### config.mk
export PLATFORM = sky130hd
export DESIGN_NAME = decoder_nto2n_scan
export DESIGN_NICKNAME = d
export VERILOG_FILES = /design/src/rtl/decoder_pkg.sv /design/src/rtl/scan_step_counter.sv /design/src/rtl/decoder_nto2n_scan.sv
export SDC_FILE = /design/constraint.sdc
export NUM_CORES = 1
export LEC_CHECK = 0
export ABC_AREA = 1
export BUFFER_PORTS_ARGS = -buffer_cell sky130_fd_sc_hd__buf_2
export CAP_MARGIN = 10
export CELL_PAD_IN_SITES_DETAIL_PLACEMENT = 1
export CELL_PAD_IN_SITES_GLOBAL_PLACEMENT = 2
export CORE_ASPECT_RATIO = 0.75
export CORE_MARGIN = 4
export CORE_UTILIZATION = 29
export DETAILED_ROUTE_END_ITERATION = 10
export PLACE_DENSITY_LB_ADDON = 0.1
export SYNTH_ARGS = -nofsm -noshare
export SYNTH_HDL_FRONTEND = slang
export SYNTH_SLANG_ARGS = --single-unit
### constraint.sdc
create_clock -name clk -period 2.4 [get_ports clk]
set_input_delay 0.72 -clock clk [delete_from_list [all_inputs] [get_ports clk]]
set_output_delay 0.72 -clock clk [all_outputs]
set_load 0.02 [all_outputs]
### src/rtl/decoder_pkg.sv
// Shared types and helpers for the scanning one-hot decoder.
package decoder_pkg;

  typedef enum logic [1:0] {
    IDLE,
    HOLD,
    SCAN
  } dec_state_t;

  localparam logic MODE_DIRECT = 1'b0;
  localparam logic MODE_SCAN   = 1'b1;

  function automatic logic [255:0] onehot(input logic [7:0] sel);
    return 256'(1) << sel;
  endfunction

endpackage

### src/rtl/scan_step_counter.sv
// Scan index walker: holds the output index and its dwell countdown,
// and flags the cycle where the index wraps back to zero.
module scan_step_counter #(
  parameter int SEL_W   = 3,
  parameter int DWELL_W = 4
) (
  input  logic               clk,
  input  logic               rst_n,
  input  logic               clr,
  input  logic               run,
  input  logic [DWELL_W-1:0] dwell,
  output logic [SEL_W-1:0]   idx,
  output logic               wrap
);

  localparam logic [SEL_W-1:0] IDX_MAX = '1;

  logic [SEL_W-1:0]   idx_q;
  logic [DWELL_W-1:0] cnt_q;
  logic               act_q;
  logic               wrap_q;

  // First run cycle loads idx 0 without stepping or flagging a wrap.
  always_ff @(posedge clk) begin
    if (!rst_n || clr || !run) begin
      idx_q  <= '0;
      cnt_q  <= '0;
      act_q  <= 1'b0;
      wrap_q <= 1'b0;
    end else if (!act_q) begin
      idx_q  <= '0;
      cnt_q  <= dwell;
      act_q  <= 1'b1;
      wrap_q <= 1'b0;
    end else if (cnt_q == '0) begin
      idx_q  <= idx_q + SEL_W'(1);
      cnt_q  <= dwell;
      wrap_q <= (idx_q == IDX_MAX);
    end else begin
      cnt_q  <= cnt_q - DWELL_W'(1);
      wrap_q <= 1'b0;
    end
  end

  assign idx  = idx_q;
  assign wrap = wrap_q;

endmodule

### src/rtl/decoder_nto2n_scan.sv
// Registered SEL_W-to-2^SEL_W one-hot decoder with handshake input,
// pulse/hold direct mode and an autonomous dwell-timed scan mode.
module decoder_nto2n_scan
  import decoder_pkg::*;
#(
  parameter int SEL_W   = 3,
  parameter int DWELL_W = 4
) (
  input  logic                clk,
  input  logic                rst_n,
  input  logic                en,
  input  logic                mode,
  input  logic                pulse,
  input  logic                in_valid,
  input  logic [SEL_W-1:0]    in,
  output logic                in_ready,
  input  logic [DWELL_W-1:0]  dwell,
  output logic [2**SEL_W-1:0] out,
  output logic                out_valid,
  output logic                scan_wrap
);

  localparam int OUT_W = 2**SEL_W;

  dec_state_t       state_q;
  logic [OUT_W-1:0] dir_q;
  logic             mode_q;
  logic             mode_chg;
  logic             xfer;
  logic             clr;
  logic             run;
  logic [SEL_W-1:0] idx;
  logic             wrap;

  assign in_ready = en && (mode == MODE_DIRECT);
  assign xfer     = in_valid && in_ready;
  assign mode_chg = (mode != mode_q);
  assign clr      = !en || mode_chg;
  assign run      = en && (mode == MODE_SCAN) && !mode_chg;

  scan_step_counter #(
    .SEL_W  (SEL_W),
    .DWELL_W(DWELL_W)
  ) u_cnt (
    .clk  (clk),
    .rst_n(rst_n),
    .clr  (clr),
    .run  (run),
    .dwell(dwell),
    .idx  (idx),
    .wrap (wrap)
  );

  // mode_q tracks mode even through reset/disable so that only a
  // real change while enabled costs the one-cycle IDLE gap.
  always_ff @(posedge clk) begin
    mode_q <= mode;
    if (!rst_n || !en || mode_chg) begin
      state_q <= IDLE;
      dir_q   <= '0;
    end else if (mode == MODE_SCAN) begin
      state_q <= SCAN;
      dir_q   <= '0;
    end else if (xfer) begin
      state_q <= pulse ? IDLE : HOLD;
      dir_q   <= OUT_W'(onehot(8'(in)));
    end else if (state_q != HOLD) begin
      state_q <= IDLE;
      dir_q   <= '0;
    end
  end

  assign out = (state_q == SCAN) ? OUT_W'(onehot(8'(idx))) : dir_q;
  assign out_valid = |out;
  assign scan_wrap = wrap;

endmodule

==> flow_summary.html, run 1 <==
<table>
<tr><th>Metric</th><th>Value</th></tr>
<tr><th colspan="2">CTS</th></tr>
<tr><td>TritonCTS Buffers</td><td>3</td></tr>
<tr><td>Post-CTS clock slew at the launch and capture registers of the worst setup and hold paths</td><td>80 ps</td></tr>
<tr><td>H-tree Lvls</td><td>1</td></tr>
<tr><td>Number of buffers added for setup after CTS</td><td>0</td></tr>
<tr><td>Hold bufs inserted after CTS</td><td>0</td></tr>
<tr><td>CTS tree</td><td>done</td></tr>
<tr><td>Quantity of gates resized following cts</td><td>0</td></tr>
<tr><td>CTS root buffer</td><td>clkbuf_8</td></tr>
<tr><td>Latest clock arrival within the worst-skew pair</td><td>260 ps</td></tr>
<tr><td>Clock Sinks</td><td>20</td></tr>
<tr><td>Clock buffer depth</td><td>2</td></tr>
<tr><th colspan="2">GRT</th></tr>
<tr><td>GRT Util Overall</td><td>13.3%</td></tr>
<tr><td>Initial antenna violation count</td><td>0</td></tr>
<tr><td>Wire length of the first global-routing pass</td><td>5160 µm</td></tr>
<tr><td>Total congestion overflow</td><td>0</td></tr>
<tr><td>Number of global-route vias before repair</td><td>1,147</td></tr>
<tr><td>Largest net degree at the start of global routing</td><td>13</td></tr>
<tr><th colspan="2">STA</th></tr>
<tr><td>Share of the cycle needed by the critical path after routing</td><td>95.4%</td></tr>
<tr><td>Fin Setup TNS</td><td>0 ps</td></tr>
<tr><td>Time the final worst path needs with I/O delays and setup</td><td>2290 ps</td></tr>
<tr><td>FMAX</td><td>437 MHz</td></tr>
<tr><td>Max-slew headroom at the worst pin</td><td>69.5%</td></tr>
<tr><td>Total count of hold-check failures in the final report</td><td>0</td></tr>
<tr><td>Count of pins over their slew limit</td><td>0</td></tr>
<tr><td>Transition time at the pin with the least slew margin</td><td>456 ps</td></tr>
<tr><td>Setup violators final</td><td>0</td></tr>
<tr><td>Clk_skew</td><td>3.13 ps</td></tr>
<tr><td>Unrepaired setup endpoints after global routing</td><td>no</td></tr>
<tr><th colspan="2">Floorplan</th></tr>
<tr><td>Starting Density</td><td>30.3%</td></tr>
<tr><td>DIE WIDTH</td><td>79.9 µm</td></tr>
<tr><td>Placement Rows</td><td>19</td></tr>
<tr><td>Number of I/O pins</td><td>24</td></tr>
<tr><td>Die footprint</td><td>4950 µm²</td></tr>
<tr><td>Floorplan core area</td><td>3710 µm²</td></tr>
<tr><td>Vertical die dimension</td><td>61.9 µm</td></tr>
<tr><th colspan="2">Layout</th></tr>
<tr><td>Leading cell type in the layout, fill and taps excluded</td><td>nand2_1</td></tr>
<tr><td>Area delta synth-&gt;final</td><td>22.6%</td></tr>
<tr><td>Multi-input gate area in the final layout</td><td>577 µm²</td></tr>
<tr><td>Highest-count cells in the layout ignoring fill and taps</td><td>nand2_1 (60), inv_1 (41), buf_2 (22), nor2_1 (17), dfxtp_1 (17)</td></tr>
<tr><td>ANT cells</td><td>0</td></tr>
<tr><td>Flip-flop and latch area</td><td>407 µm²</td></tr>
<tr><td>Filler instances</td><td>509</td></tr>
<tr><td>Proportion of layout cells with a drive suffix above 1</td><td>17.2%</td></tr>
<tr><td>Post-layout nets</td><td>230</td></tr>
<tr><th colspan="2">Pwr</th></tr>
<tr><td>Power Total</td><td>0.669 mW</td></tr>
<tr><td>Total leakage power</td><td>0.754 nW</td></tr>
<tr><td>Maximum resistive drop on vdd</td><td>0.000338 V</td></tr>
<tr><td>Cell area power density</td><td>485 nW/µm²</td></tr>
<tr><th colspan="2">Routing</th></tr>
<tr><td>Final WL</td><td>2970 µm</td></tr>
<tr><td>Detailed-routing iteration count for the pre-antenna-repair pass</td><td>4</td></tr>
<tr><td>DRC Markers</td><td>0</td></tr>
<tr><td>Mean routed wirelength per cell</td><td>11.4 µm</td></tr>
<tr><td>Routed vias/inst</td><td>4.23</td></tr>
<tr><td>Remaining antenna violation count after routing</td><td>0</td></tr>
<tr><td>Initial detailed-routing violation count</td><td>55</td></tr>
<tr><td>Total via count in the routed design</td><td>1,104</td></tr>
<tr><th colspan="2">Setup path</th></tr>
<tr><td>Arrival @ worst endpoint</td><td>1570 ps</td></tr>
<tr><td>Data required time of the worst path</td><td>1680 ps</td></tr>
<tr><td>Worst Setup Path Type</td><td>register to output pin</td></tr>
<tr><td>Worst setup SP type</td><td>register</td></tr>
<tr><td>Kind of end point of the critical path</td><td>output pin</td></tr>
<tr><td>Maximum fanout along the worst path</td><td>4</td></tr>
<tr><th colspan="2">Logic synthesis</th></tr>
<tr><td>Synth top area cells</td><td>dfxtp_1 (36%), nand2_1 (20%), inv_1 (14%)</td></tr>
<tr><td>Yosys Warn Count</td><td>0</td></tr>
<tr><td>FF+latch count, synth</td><td>20</td></tr>
<tr><td>Mean cell area of the mapped netlist</td><td>6.15 µm²</td></tr>
<tr><td>Syn Std Cell Area</td><td>1120 µm²</td></tr>
<tr><td>Post-synth top area cell</td><td>dfxtp_1</td></tr>
<tr><td>Share of the synthesized area in the top cell type</td><td>35.6%</td></tr>
<tr><td>Post-synthesis instance total</td><td>183</td></tr>
<tr><td>Net count after synthesis</td><td>203</td></tr>
<tr><td>Share of the yosys chip area belonging to registers</td><td>35.6%</td></tr>
<tr><td>Cell variety after synth</td><td>13</td></tr>
<tr><th colspan="2">Placement</th></tr>
<tr><td>Count of input and output buffers</td><td>23</td></tr>
<tr><td>Routability Congestion</td><td>0.713</td></tr>
<tr><td>HPWL Detailed</td><td>2480 µm</td></tr>
<tr><th colspan="2">Run</th></tr>
<tr><td>Max-cap violation count</td><td>0</td></tr>
<tr><th colspan="2">Worst hold path</th></tr>
<tr><td>Worst min-delay path category</td><td>register to register</td></tr>
<tr><th colspan="2">Outcome</th></tr>
<tr><td>Run status</td><td>complete, no violations</td></tr>
</table>
metrics by stage:
stage / worst slack (ps) / hold slack, ps / utilization, % / cell area, µm² / std cells
finish: 111 / 474 / 37.2 / 1380 / 261
global route: 9.51 / 522 / 37.2 / 1380 / 261
CTS: 30.8 / 482 / 36.5 / 1360 / 261
detailed placement: 329 / 469 / 35.1 / 1300 / 257
global placement: 324 / 459 / 35.1 / 1300 / 257
floorplan: 505 / 439 / - / 1120 / 183
cells by family after synthesis:
kind of cell	count (synthesis)	synth area share [%]
compound gates	16	7.12
fa+ha+maj	7	7.79
buf+inv	43	14.5
flops	20	35.6
simple gates	97	35.0
synthesized netlist by cell type:
cell type  instances
nand4_1            2
o21ai_0            5
inv_1             42
nor3_1             1
buf_2              1
a21oi_1           11
nor2_2             2
ha_1               7
nor2_1            17
or2_2              1
dfxtp_1           20
nand3_1           13
nand2_1           61
final cells by class:
type | instances | share of cell area, %
multi-input combinational | 120 | 41.8
sequential | 20 | 29.5
inverter | 42 | 11.4
timing repair buffer | 23 | 8.53
tap | 52 | 4.72
clock buffer | 4 | 3.99
critical path, cell delays in order (launching register included):
cell and delay, ps:
dfxtp_4 370, ha_4 170, ha_1 170, inv_1 60, nand3_1 70, nand2_1 120, nand2_1 60, nor2_1 90
nand2_1 50, buf_4 150
final timing paths:
kind             startpoint        endpoint  slack [ps]  depth (start not counted)
min                dir_q[3]        dir_q[3]         470                          2
max            u_cnt.idx[0]       out_valid         110                          9
min reg2reg        dir_q[3]        dir_q[3]         470                          2
max reg2reg  u_cnt.cnt_q[0]  u_cnt.cnt_q[0]        1060                          7
report_power, final:
group          internal (mW)  switching, mW  leakage [nW]
combinational         0.0246         0.0432         0.562
clock                  0.146          0.119        0.0288
sequential             0.334        0.00246         0.164
total                  0.504          0.164         0.754
per-layer routing:
| layer | global-route usage, % | share of wire [%] |
|---|---|---|
| met5 | 0 | 0 |
| met3 | 3.60 | 5.1 |
| met4 | 2.89 | 0.61 |
| met1 | 18.4 | 54 |
| met2 | 21.0 | 40 |
state kept, by name (all words and copies together), names as in the netlist:
signal	flops
mode_q	1
u_cnt.idx	3
dir_q	8
u_cnt.wrap	1
u_cnt.act_q	1
u_cnt.cnt_q	4
state_q	2
Note: power is estimated with default switching activity, not from simulation.
==> inputs of run 2 (changes only) <==
==> constraint.sdc (replaced) <==
create_clock -name clk -period 2.4 [get_ports clk]
set_input_delay 0.12 -clock clk [delete_from_list [all_inputs] [get_ports clk]]
set_output_delay 0.12 -clock clk [all_outputs]
set_load 0.02 [all_outputs]
==> flow_summary.html, run 2 (same netlist as run 1, synthesis figures left out) <==
<table>
<tr><th>Metric</th><th>Value</th></tr>
<tr><th colspan="2">GRT</th></tr>
<tr><td>Initial antenna violation count</td><td>0 (unchanged)</td></tr>
<tr><td>Wire length of the first global-routing pass</td><td>5180 µm (+0.27%)</td></tr>
<tr><td>Number of global-route vias before repair</td><td>1,150 (+0.26%)</td></tr>
<tr><td>Largest net degree at the start of global routing</td><td>13 (unchanged)</td></tr>
<tr><td>GRT Util Overall</td><td>13.3% (+0.031 points)</td></tr>
<tr><td>Total congestion overflow</td><td>0 (unchanged)</td></tr>
<tr><th colspan="2">CTS</th></tr>
<tr><td>Hold bufs inserted after CTS</td><td>1 (+1)</td></tr>
<tr><td>Latest clock arrival within the worst-skew pair</td><td>260 ps (about the same)</td></tr>
<tr><td>Post-CTS clock slew at the launch and capture registers of the worst setup and hold paths</td><td>80 ps (about the same)</td></tr>
<tr><td>Quantity of gates resized following cts</td><td>0 (unchanged)</td></tr>
<tr><td>Clock Sinks</td><td>20 (unchanged)</td></tr>
<tr><td>Clock buffer depth</td><td>2 (unchanged)</td></tr>
<tr><td>H-tree Lvls</td><td>1 (unchanged)</td></tr>
<tr><td>TritonCTS Buffers</td><td>3 (unchanged)</td></tr>
<tr><td>Number of buffers added for setup after CTS</td><td>0 (unchanged)</td></tr>
<tr><td>CTS root buffer</td><td>clkbuf_8</td></tr>
<tr><td>CTS tree</td><td>done</td></tr>
<tr><th colspan="2">Setup path</th></tr>
<tr><td>Worst setup SP type</td><td>register</td></tr>
<tr><td>Cells on worst reg2reg path</td><td>7 (unchanged)</td></tr>
<tr><td>Worst Setup Path Type</td><td>register to output pin</td></tr>
<tr><td>Arrival @ worst endpoint</td><td>1640 ps (+70 ps)</td></tr>
<tr><td>Maximum fanout along the worst path</td><td>6 (+2)</td></tr>
<tr><td>Data required time of the worst path</td><td>2280 ps (+600 ps)</td></tr>
<tr><td>Endpoint of the lowest-slack register-to-register path</td><td>u_cnt.cnt_q[0]</td></tr>
<tr><td>Beginning of the critical path</td><td>u_cnt.idx[2]</td></tr>
<tr><td>Kind of end point of the critical path</td><td>output pin</td></tr>
<tr><td>Beginning of the worst register-to-register path</td><td>u_cnt.cnt_q[0]</td></tr>
<tr><td>Reg2Reg Setup Slack</td><td>1060 ps (about the same)</td></tr>
<tr><th colspan="2">Routing</th></tr>
<tr><td>Detailed-routing iteration count for the pre-antenna-repair pass</td><td>4 (unchanged)</td></tr>
<tr><td>Total via count in the routed design</td><td>1,095 (-0.82%)</td></tr>
<tr><td>DRC Markers</td><td>0 (unchanged)</td></tr>
<tr><td>Mean routed wirelength per cell</td><td>11.3 µm (-0.52%)</td></tr>
<tr><td>Final WL</td><td>2970 µm (-0.13%)</td></tr>
<tr><td>Remaining antenna violation count after routing</td><td>0 (unchanged)</td></tr>
<tr><td>Routed vias/inst</td><td>4.18 (-1.2%)</td></tr>
<tr><td>Initial detailed-routing violation count</td><td>58 (+5.5%)</td></tr>
<tr><th colspan="2">Pwr</th></tr>
<tr><td>Switching power total</td><td>0.164 mW (-0.14%)</td></tr>
<tr><td>Maximum resistive drop on vdd</td><td>0.000338 V (-0.22%)</td></tr>
<tr><td>Cell area power density</td><td>490 nW/µm² (+1.1%)</td></tr>
<tr><td>Part of the power in registers</td><td>50.4% (+0.2 points)</td></tr>
<tr><td>Total leakage power</td><td>0.758 nW (+0.54%)</td></tr>
<tr><td>Sw Ratio</td><td>24.5% (-0.053 points)</td></tr>
<tr><td>Part of the total power dissipated in the clock network</td><td>39.5% (about the same)</td></tr>
<tr><td>Power Total</td><td>0.669 mW (about the same)</td></tr>
<tr><td>Combinational share of power</td><td>10.1% (about the same)</td></tr>
<tr><td>Internal power</td><td>0.505 mW (+0.15%)</td></tr>
<tr><th colspan="2">Placement</th></tr>
<tr><td>Number of placed cells counting well taps</td><td>257 (unchanged)</td></tr>
<tr><td>Count of input and output buffers</td><td>23 (unchanged)</td></tr>
<tr><td>Cell area after placement</td><td>1300 µm² (unchanged)</td></tr>
<tr><td>Routability Congestion</td><td>0.713 (unchanged)</td></tr>
<tr><td>HPWL Detailed</td><td>2480 µm (unchanged)</td></tr>
<tr><th colspan="2">STA</th></tr>
<tr><td>Count of pins over their slew limit</td><td>0 (unchanged)</td></tr>
<tr><td>Fin Setup TNS</td><td>0 ps (unchanged)</td></tr>
<tr><td>Clk_skew</td><td>3.41 ps (+0.275 ps)</td></tr>
<tr><td>FMAX</td><td>570 MHz (+30%)</td></tr>
<tr><td>Transition time at the pin with the least slew margin</td><td>460 ps (+3.96 ps)</td></tr>
<tr><td>Max-slew headroom at the worst pin</td><td>69.3% (-0.26 points)</td></tr>
<tr><td>Setup violators final</td><td>0 (unchanged)</td></tr>
<tr><td>Unrepaired setup endpoints after global routing</td><td>no</td></tr>
<tr><td>Time the final worst path needs with I/O delays and setup</td><td>1760 ps (-533 ps)</td></tr>
<tr><td>Total count of hold-check failures in the final report</td><td>0 (unchanged)</td></tr>
<tr><td>Share of the cycle needed by the critical path after routing</td><td>73.1% (-22 points)</td></tr>
<tr><th colspan="2">Layout</th></tr>
<tr><td>Reg with most FFs</td><td>dir_q</td></tr>
<tr><td>Filler instances</td><td>517 (+1.6%)</td></tr>
<tr><td>ANT cells</td><td>0 (unchanged)</td></tr>
<tr><td>Number of standard cells in the final layout excluding fillers</td><td>262 (+0.38%)</td></tr>
<tr><td>Highest-count cells in the layout ignoring fill and taps</td><td>nand2_1 (61), inv_1 (42), buf_2 (23), dfxtp_1 (20), nor2_1 (17)</td></tr>
<tr><td>Leading cell type in the layout, fill and taps excluded</td><td>nand2_1</td></tr>
<tr><td>Post-layout nets</td><td>231 (+0.43%)</td></tr>
<tr><td>Max FFs per register</td><td>8 (unchanged)</td></tr>
<tr><td>Finished layout cell area</td><td>1370 µm² (-1.0%)</td></tr>
<tr><td>Area delta synth-&gt;final</td><td>21.4%</td></tr>
<tr><td>Proportion of layout cells with a drive suffix above 1</td><td>14.3% (-2.9 points)</td></tr>
<tr><th colspan="2">Floorplan</th></tr>
<tr><td>Starting Density</td><td>30.3% (unchanged)</td></tr>
<tr><td>Placement Rows</td><td>19 (unchanged)</td></tr>
<tr><td>Floorplan core area</td><td>3710 µm² (unchanged)</td></tr>
<tr><td>DIE WIDTH</td><td>79.9 µm (unchanged)</td></tr>
<tr><td>Number of I/O pins</td><td>24 (unchanged)</td></tr>
<tr><td>Die footprint</td><td>4950 µm² (unchanged)</td></tr>
<tr><td>Vertical die dimension</td><td>61.9 µm (unchanged)</td></tr>
<tr><th colspan="2">Outcome</th></tr>
<tr><td>Run status</td><td>complete, no violations</td></tr>
<tr><th colspan="2">Worst hold path</th></tr>
<tr><td>Worst Hold Path Cells</td><td>3 (+1)</td></tr>
<tr><td>Hold-critical path endpoint</td><td>u_cnt.cnt_q[2]</td></tr>
<tr><td>Worst min-delay path category</td><td>input pin to register</td></tr>
<tr><td>Launch point of the worst hold path</td><td>dwell[2]</td></tr>
<tr><th colspan="2">Run</th></tr>
<tr><td>Max-cap violation count</td><td>0 (unchanged)</td></tr>
</table>
==> run 2: cell count changes in the layout (fill, tap and decap cells not counted), sizes merged <==
| cell | change |
|---|---|
| dlygate4sd3 | +1 |
==> run 2: through the flow <==
stage / util (%) / hold slack, ps / setup slack (ps)
after CTS: 36.8 / 63.4 / 631
after global placement: 35.1 / 262 / 923
after floorplan: - / 148 / 1100
final: 36.8 / 72.5 / 644
after detailed placement: 35.1 / 266 / 929
after global routing: 36.8 / 79.0 / 479
==> run 2: final cells by class <==
class	instances	area, µm²	area share [%]
inverter	42	158	11.5
sequential	20	400	29.3
timing repair buffer	24	125	9.17
clock buffer	4	55.1	4.03
tap	52	65.1	4.77
multi-input combinational	120	562	41.2
==> run 2: worst max-delay path, stage by stage (launching register included) <==
cell     delay [ps]
dfxtp_1         440
inv_1           120
ha_1            210
inv_1            60
nand3_1          70
nand2_1         110
nand2_1          60
nor2_1           90
nand2_1          50
buf_2           150
==> run 2: how the worst max path moves through the flow <==
stage / to / slack, ps / cells after the start
after CTS: out_valid / 630 / 9
after detailed placement: out_valid / 930 / 9
after global routing: out_valid / 480 / 9
after floorplan: out_valid / 1100 / 8
final: out_valid / 640 / 9
after global placement: out_valid / 920 / 9
==> run 2: power groups by stage <==
stage | logic [mW] | clock network [mW] | registers, mW
6_report | 0.0677 | 0.265 | 0.337
5_1_grt | 0.0772 | 0.285 | 0.338
4_1_cts | 0.0685 | 0.276 | 0.337
3_5_place_dp | 0.0669 | 0 | 0.345
3_3_place_gp | 0.0649 | 0 | 0.345
2_1_floorplan | 0.0395 | 0 | 0.344
==> run 2: per-layer routing <==
metal | vias up | global-route usage (%) | routed length [µm] | share of wire (%)
li1 | 599 | - | - | -
met5 | - | 0 | 0 | 0
met2 | 23 | 21.0 | 1180 | 40
met1 | 471 | 18.5 | 1630 | 55
met3 | 2 | 3.60 | 140 | 4.7
met4 | 0 | 2.89 | 18 | 0.61
==> inputs of run 3 (changes only) <==
- CORE_UTILIZATION: 29 -> 25
- clock period: 2.4 -> 1.5 ns (I/O delays scaled with it)
==> flow_summary.html, run 3 (same netlist as run 1, synthesis figures left out) <==
<table>
<tr><th>Metric</th><th>Value</th></tr>
<tr><th colspan="2">Placement</th></tr>
<tr><td>Routability Congestion</td><td>0.778 (+9.1%)</td></tr>
<tr><td>HPWL Detailed</td><td>2490 µm (+0.10%)</td></tr>
<tr><td>Number of placed cells counting well taps</td><td>262 (+1.9%)</td></tr>
<tr><td>Placement-stage worst setup slack</td><td>71.8 ps (-857 ps)</td></tr>
<tr><td>Count of input and output buffers</td><td>23 (unchanged)</td></tr>
<tr><th colspan="2">Worst hold path</th></tr>
<tr><td>Worst min-delay path category</td><td>input pin to register</td></tr>
<tr><th colspan="2">Layout</th></tr>
<tr><td>ANT cells</td><td>0 (unchanged)</td></tr>
<tr><td>Flip-flop and latch area</td><td>415 µm² (+3.7%)</td></tr>
<tr><td>Post-layout nets</td><td>244 (+5.6%)</td></tr>
<tr><td>Leading cell type in the layout, fill and taps excluded</td><td>nand2_1</td></tr>
<tr><td>Highest-count cells in the layout ignoring fill and taps</td><td>nand2_1 (55), inv_1 (37), buf_2 (20), nor2_1 (17), dfxtp_1 (16)</td></tr>
<tr><td>Max FFs per register</td><td>8 (unchanged)</td></tr>
<tr><td>Area delta synth-&gt;final</td><td>42.2%</td></tr>
<tr><td>Proportion of layout cells with a drive suffix above 1</td><td>29.6% (+15 points)</td></tr>
<tr><td>Reg with most FFs</td><td>dir_q</td></tr>
<tr><td>Filler instances</td><td>547 (+5.8%)</td></tr>
<tr><td>Multi-input gate area in the final layout</td><td>653 µm² (+16%)</td></tr>
<tr><td>Number of standard cells in the final layout excluding fillers</td><td>278 (+6.1%)</td></tr>
<tr><th colspan="2">CTS</th></tr>
<tr><td>Clock Sinks</td><td>20 (unchanged)</td></tr>
<tr><td>TritonCTS Buffers</td><td>3 (unchanged)</td></tr>
<tr><td>Latest clock arrival within the worst-skew pair</td><td>250 ps (about the same)</td></tr>
<tr><td>CTS root buffer</td><td>clkbuf_8</td></tr>
<tr><td>Post-CTS clock slew at the launch and capture registers of the worst setup and hold paths</td><td>80 ps (about the same)</td></tr>
<tr><td>CTS tree</td><td>done</td></tr>
<tr><td>H-tree Lvls</td><td>1 (unchanged)</td></tr>
<tr><td>Clock buffer depth</td><td>2 (unchanged)</td></tr>
<tr><th colspan="2">Setup path</th></tr>
<tr><td>Beginning of the critical path</td><td>u_cnt.idx[1]</td></tr>
<tr><td>Worst setup SP type</td><td>register</td></tr>
<tr><td>Kind of end point of the critical path</td><td>output pin</td></tr>
<tr><td>End point of the critical path</td><td>out[7]</td></tr>
<tr><td>Beginning of the worst register-to-register path</td><td>u_cnt.idx[1]</td></tr>
<tr><td>Data required time of the worst path</td><td>1420 ps (-860 ps)</td></tr>
<tr><td>Critical path's slowest cell</td><td>dfxtp_4</td></tr>
<tr><td>Endpoint of the lowest-slack register-to-register path</td><td>u_cnt.wrap</td></tr>
<tr><td>Worst Setup Path Type</td><td>register to output pin</td></tr>
<tr><td>Worst path max stage delay</td><td>370 ps (-70 ps)</td></tr>
<tr><td>Cell Chain, Critical Path</td><td>ha_4 -&gt; ha_4 -&gt; inv_2 -&gt; nand3_2 -&gt; nand2_2 -&gt; buf_4 -&gt; buf_6 -&gt; inv_1 -&gt; buf_6</td></tr>
<tr><td>Arrival @ worst endpoint</td><td>1520 ps (-120 ps)</td></tr>
<tr><td>Reg2Reg Setup Slack</td><td>90 ps (-970 ps)</td></tr>
<tr><td>Maximum fanout along the worst path</td><td>3 (-3)</td></tr>
<tr><td>Cells on worst reg2reg path</td><td>8 (+1)</td></tr>
<tr><th colspan="2">Outcome</th></tr>
<tr><td>Failing checks</td><td>negative setup slack</td></tr>
<tr><td>Run status</td><td>finished, violations left</td></tr>
<tr><th colspan="2">GRT</th></tr>
<tr><td>Wire length of the first global-routing pass</td><td>5750 µm (+11%)</td></tr>
<tr><td>Largest net degree at the start of global routing</td><td>13 (unchanged)</td></tr>
<tr><td>M3 GR Usage</td><td>3.11% (-0.49 points)</td></tr>
<tr><td>Initial antenna violation count</td><td>0 (unchanged)</td></tr>
<tr><td>Layer carrying the most global-route usage</td><td>met2</td></tr>
<tr><td>Total congestion overflow</td><td>0 (unchanged)</td></tr>
<tr><td>Number of global-route vias before repair</td><td>1,281 (+11%)</td></tr>
<tr><td>GRT Util Overall</td><td>12.7% (-0.69 points)</td></tr>
<tr><td>Global-route track usage on met2</td><td>21.3% (+0.33 points)</td></tr>
<tr><td>GR met1 Demand/Resource</td><td>16.5% (-2.0 points)</td></tr>
<tr><th colspan="2">Routing</th></tr>
<tr><td>Final WL</td><td>3290 µm (+11%)</td></tr>
<tr><td>Initial detailed-routing violation count</td><td>31 (-47%)</td></tr>
<tr><td>Mean routed wirelength per cell</td><td>11.8 µm (+4.7%)</td></tr>
<tr><td>Routed vias/inst</td><td>4.32 (+3.5%)</td></tr>
<tr><td>DRC Markers</td><td>0 (unchanged)</td></tr>
<tr><td>Detailed-routing iteration count for the pre-antenna-repair pass</td><td>3 (-1)</td></tr>
<tr><td>Total via count in the routed design</td><td>1,202 (+9.8%)</td></tr>
<tr><td>Remaining antenna violation count after routing</td><td>0 (unchanged)</td></tr>
<tr><th colspan="2">STA</th></tr>
<tr><td>Setup violators final</td><td>3 (+3)</td></tr>
<tr><td>FMAX</td><td>626 MHz</td></tr>
<tr><td>Share of the cycle needed by the critical path after routing</td><td>106%</td></tr>
<tr><td>Worst hold slack after final layout</td><td>40.4 ps (-32.1 ps)</td></tr>
<tr><td>Fin Setup TNS</td><td>-201 ps (-201 ps)</td></tr>
<tr><td>Time the final worst path needs with I/O delays and setup</td><td>1600 ps</td></tr>
<tr><td>Unrepaired setup endpoints after global routing</td><td>yes</td></tr>
<tr><td>Worst path setup slack after routing</td><td>-97.0 ps (-741 ps)</td></tr>
<tr><td>Clk_skew</td><td>5.18 ps (+1.77 ps)</td></tr>
<tr><td>Count of pins over their slew limit</td><td>0 (unchanged)</td></tr>
<tr><td>Max-slew headroom at the worst pin</td><td>72.5% (+3.2 points)</td></tr>
<tr><td>Transition time at the pin with the least slew margin</td><td>411 ps (-48.5 ps)</td></tr>
<tr><td>Total count of hold-check failures in the final report</td><td>0 (unchanged)</td></tr>
<tr><th colspan="2">Floorplan</th></tr>
<tr><td>DIE WIDTH</td><td>85.5 µm (+6.9%)</td></tr>
<tr><td>Die footprint</td><td>5650 µm² (+14%)</td></tr>
<tr><td>Starting Density</td><td>26.8% (-3.6 points)</td></tr>
<tr><td>Placement Rows</td><td>20 (+1)</td></tr>
<tr><td>Number of I/O pins</td><td>24 (unchanged)</td></tr>
<tr><td>Floorplan core area</td><td>4200 µm² (+13%)</td></tr>
<tr><td>Vertical die dimension</td><td>66.1 µm (+6.7%)</td></tr>
<tr><th colspan="2">Run</th></tr>
<tr><td>Max-cap violation count</td><td>0 (unchanged)</td></tr>
<tr><th colspan="2">Pwr</th></tr>
<tr><td>Cell area power density</td><td>669 nW/µm² (+36%)</td></tr>
<tr><td>Maximum resistive drop on vdd</td><td>0.000485 V (+44%)</td></tr>
<tr><td>Total leakage power</td><td>0.830 nW (+9.4%)</td></tr>
</table>
==> run 3: cell count changes in the layout (fill, tap and decap cells not counted), moves of 3 or more <==
cell,before,now
nand2_1,61,55
nand3_2,0,3
buf_4,0,11
ha_1,7,3
ha_4,0,4
inv_2,0,5
buf_2,23,20
inv_1,42,37
dfxtp_4,0,4
buf_6,0,5
nand3_1,13,10
dfxtp_1,20,16
nand2_2,0,6
==> run 3: layer usage <==
metal  part of all wire, %  vias to the layer above  wire (µm)
met4                  0.58                        0         19
met5                     0                        -          0
met1                    50                      553       1660
met2                    45                       19       1490
met3                   3.8                        2        125
li1                      -                      628          -
==> run 3: repair_timing <==
action                                  4_1_cts  5_1_grt
gates resized for setup                      31        9
pin swaps                                    12        6
endpoints found under the hold margin         1        0
buffers inserted                              9        3
hold buffers                                  1        0
endpoints found under the setup margin        3        5
==> run 3: cell type report <==
| class | instances | share of cell area (%) |
|---|---|---|
| Sequential cell | 20 | 26.0 |
| Inverter | 42 | 9.86 |
| Clock buffer | 4 | 3.44 |
| Tap cell | 55 | 4.30 |
| Timing Repair Buffer | 37 | 15.6 |
| Multi-Input combinational cell | 120 | 40.8 |
==> run 3: critical path, delay by kind of cell, from the launching register on <==
kind	cells	cell delay, ps
buffers and inverters	5	410
flip-flops	1	370
adder cells (fa/ha/maj)	2	340
AND/OR/NAND/NOR	2	150
==> run 3: worst min path at each step <==
stage | endpoint | from | depth (start not counted) | slack (ps)
final | u_cnt.cnt_q[2] | dwell[2] | 3 | 40
after detailed placement | mode_q | mode | 1 | 230
after floorplan | mode_q | mode | 0 | 100
after CTS | u_cnt.cnt_q[2] | dwell[2] | 3 | 30
after global routing | u_cnt.cnt_q[2] | dwell[2] | 3 | 70
after global placement | mode_q | mode | 1 | 220
==> run 3: power by group <==
part	switching, mW	internal [mW]	total [mW]
Clock	0.174	0.233	0.407
Combinational	0.0749	0.0545	0.129
Sequential	0.00458	0.529	0.534
Total	0.253	0.817	1.07
==> run 3: metrics by stage <==
| stage | utilization (%) | total power [mW] | instance area [µm²] |
|---|---|---|---|
| after global routing | 38.0 | 1.14 | 1600 |
| final | 38.0 | 1.07 | 1600 |
| after CTS | 36.9 | 1.09 | 1550 |
| after global placement | 31.4 | 0.660 | 1320 |
| after detailed placement | 31.4 | 0.663 | 1320 |
| after floorplan | - | 0.614 | 1120 |
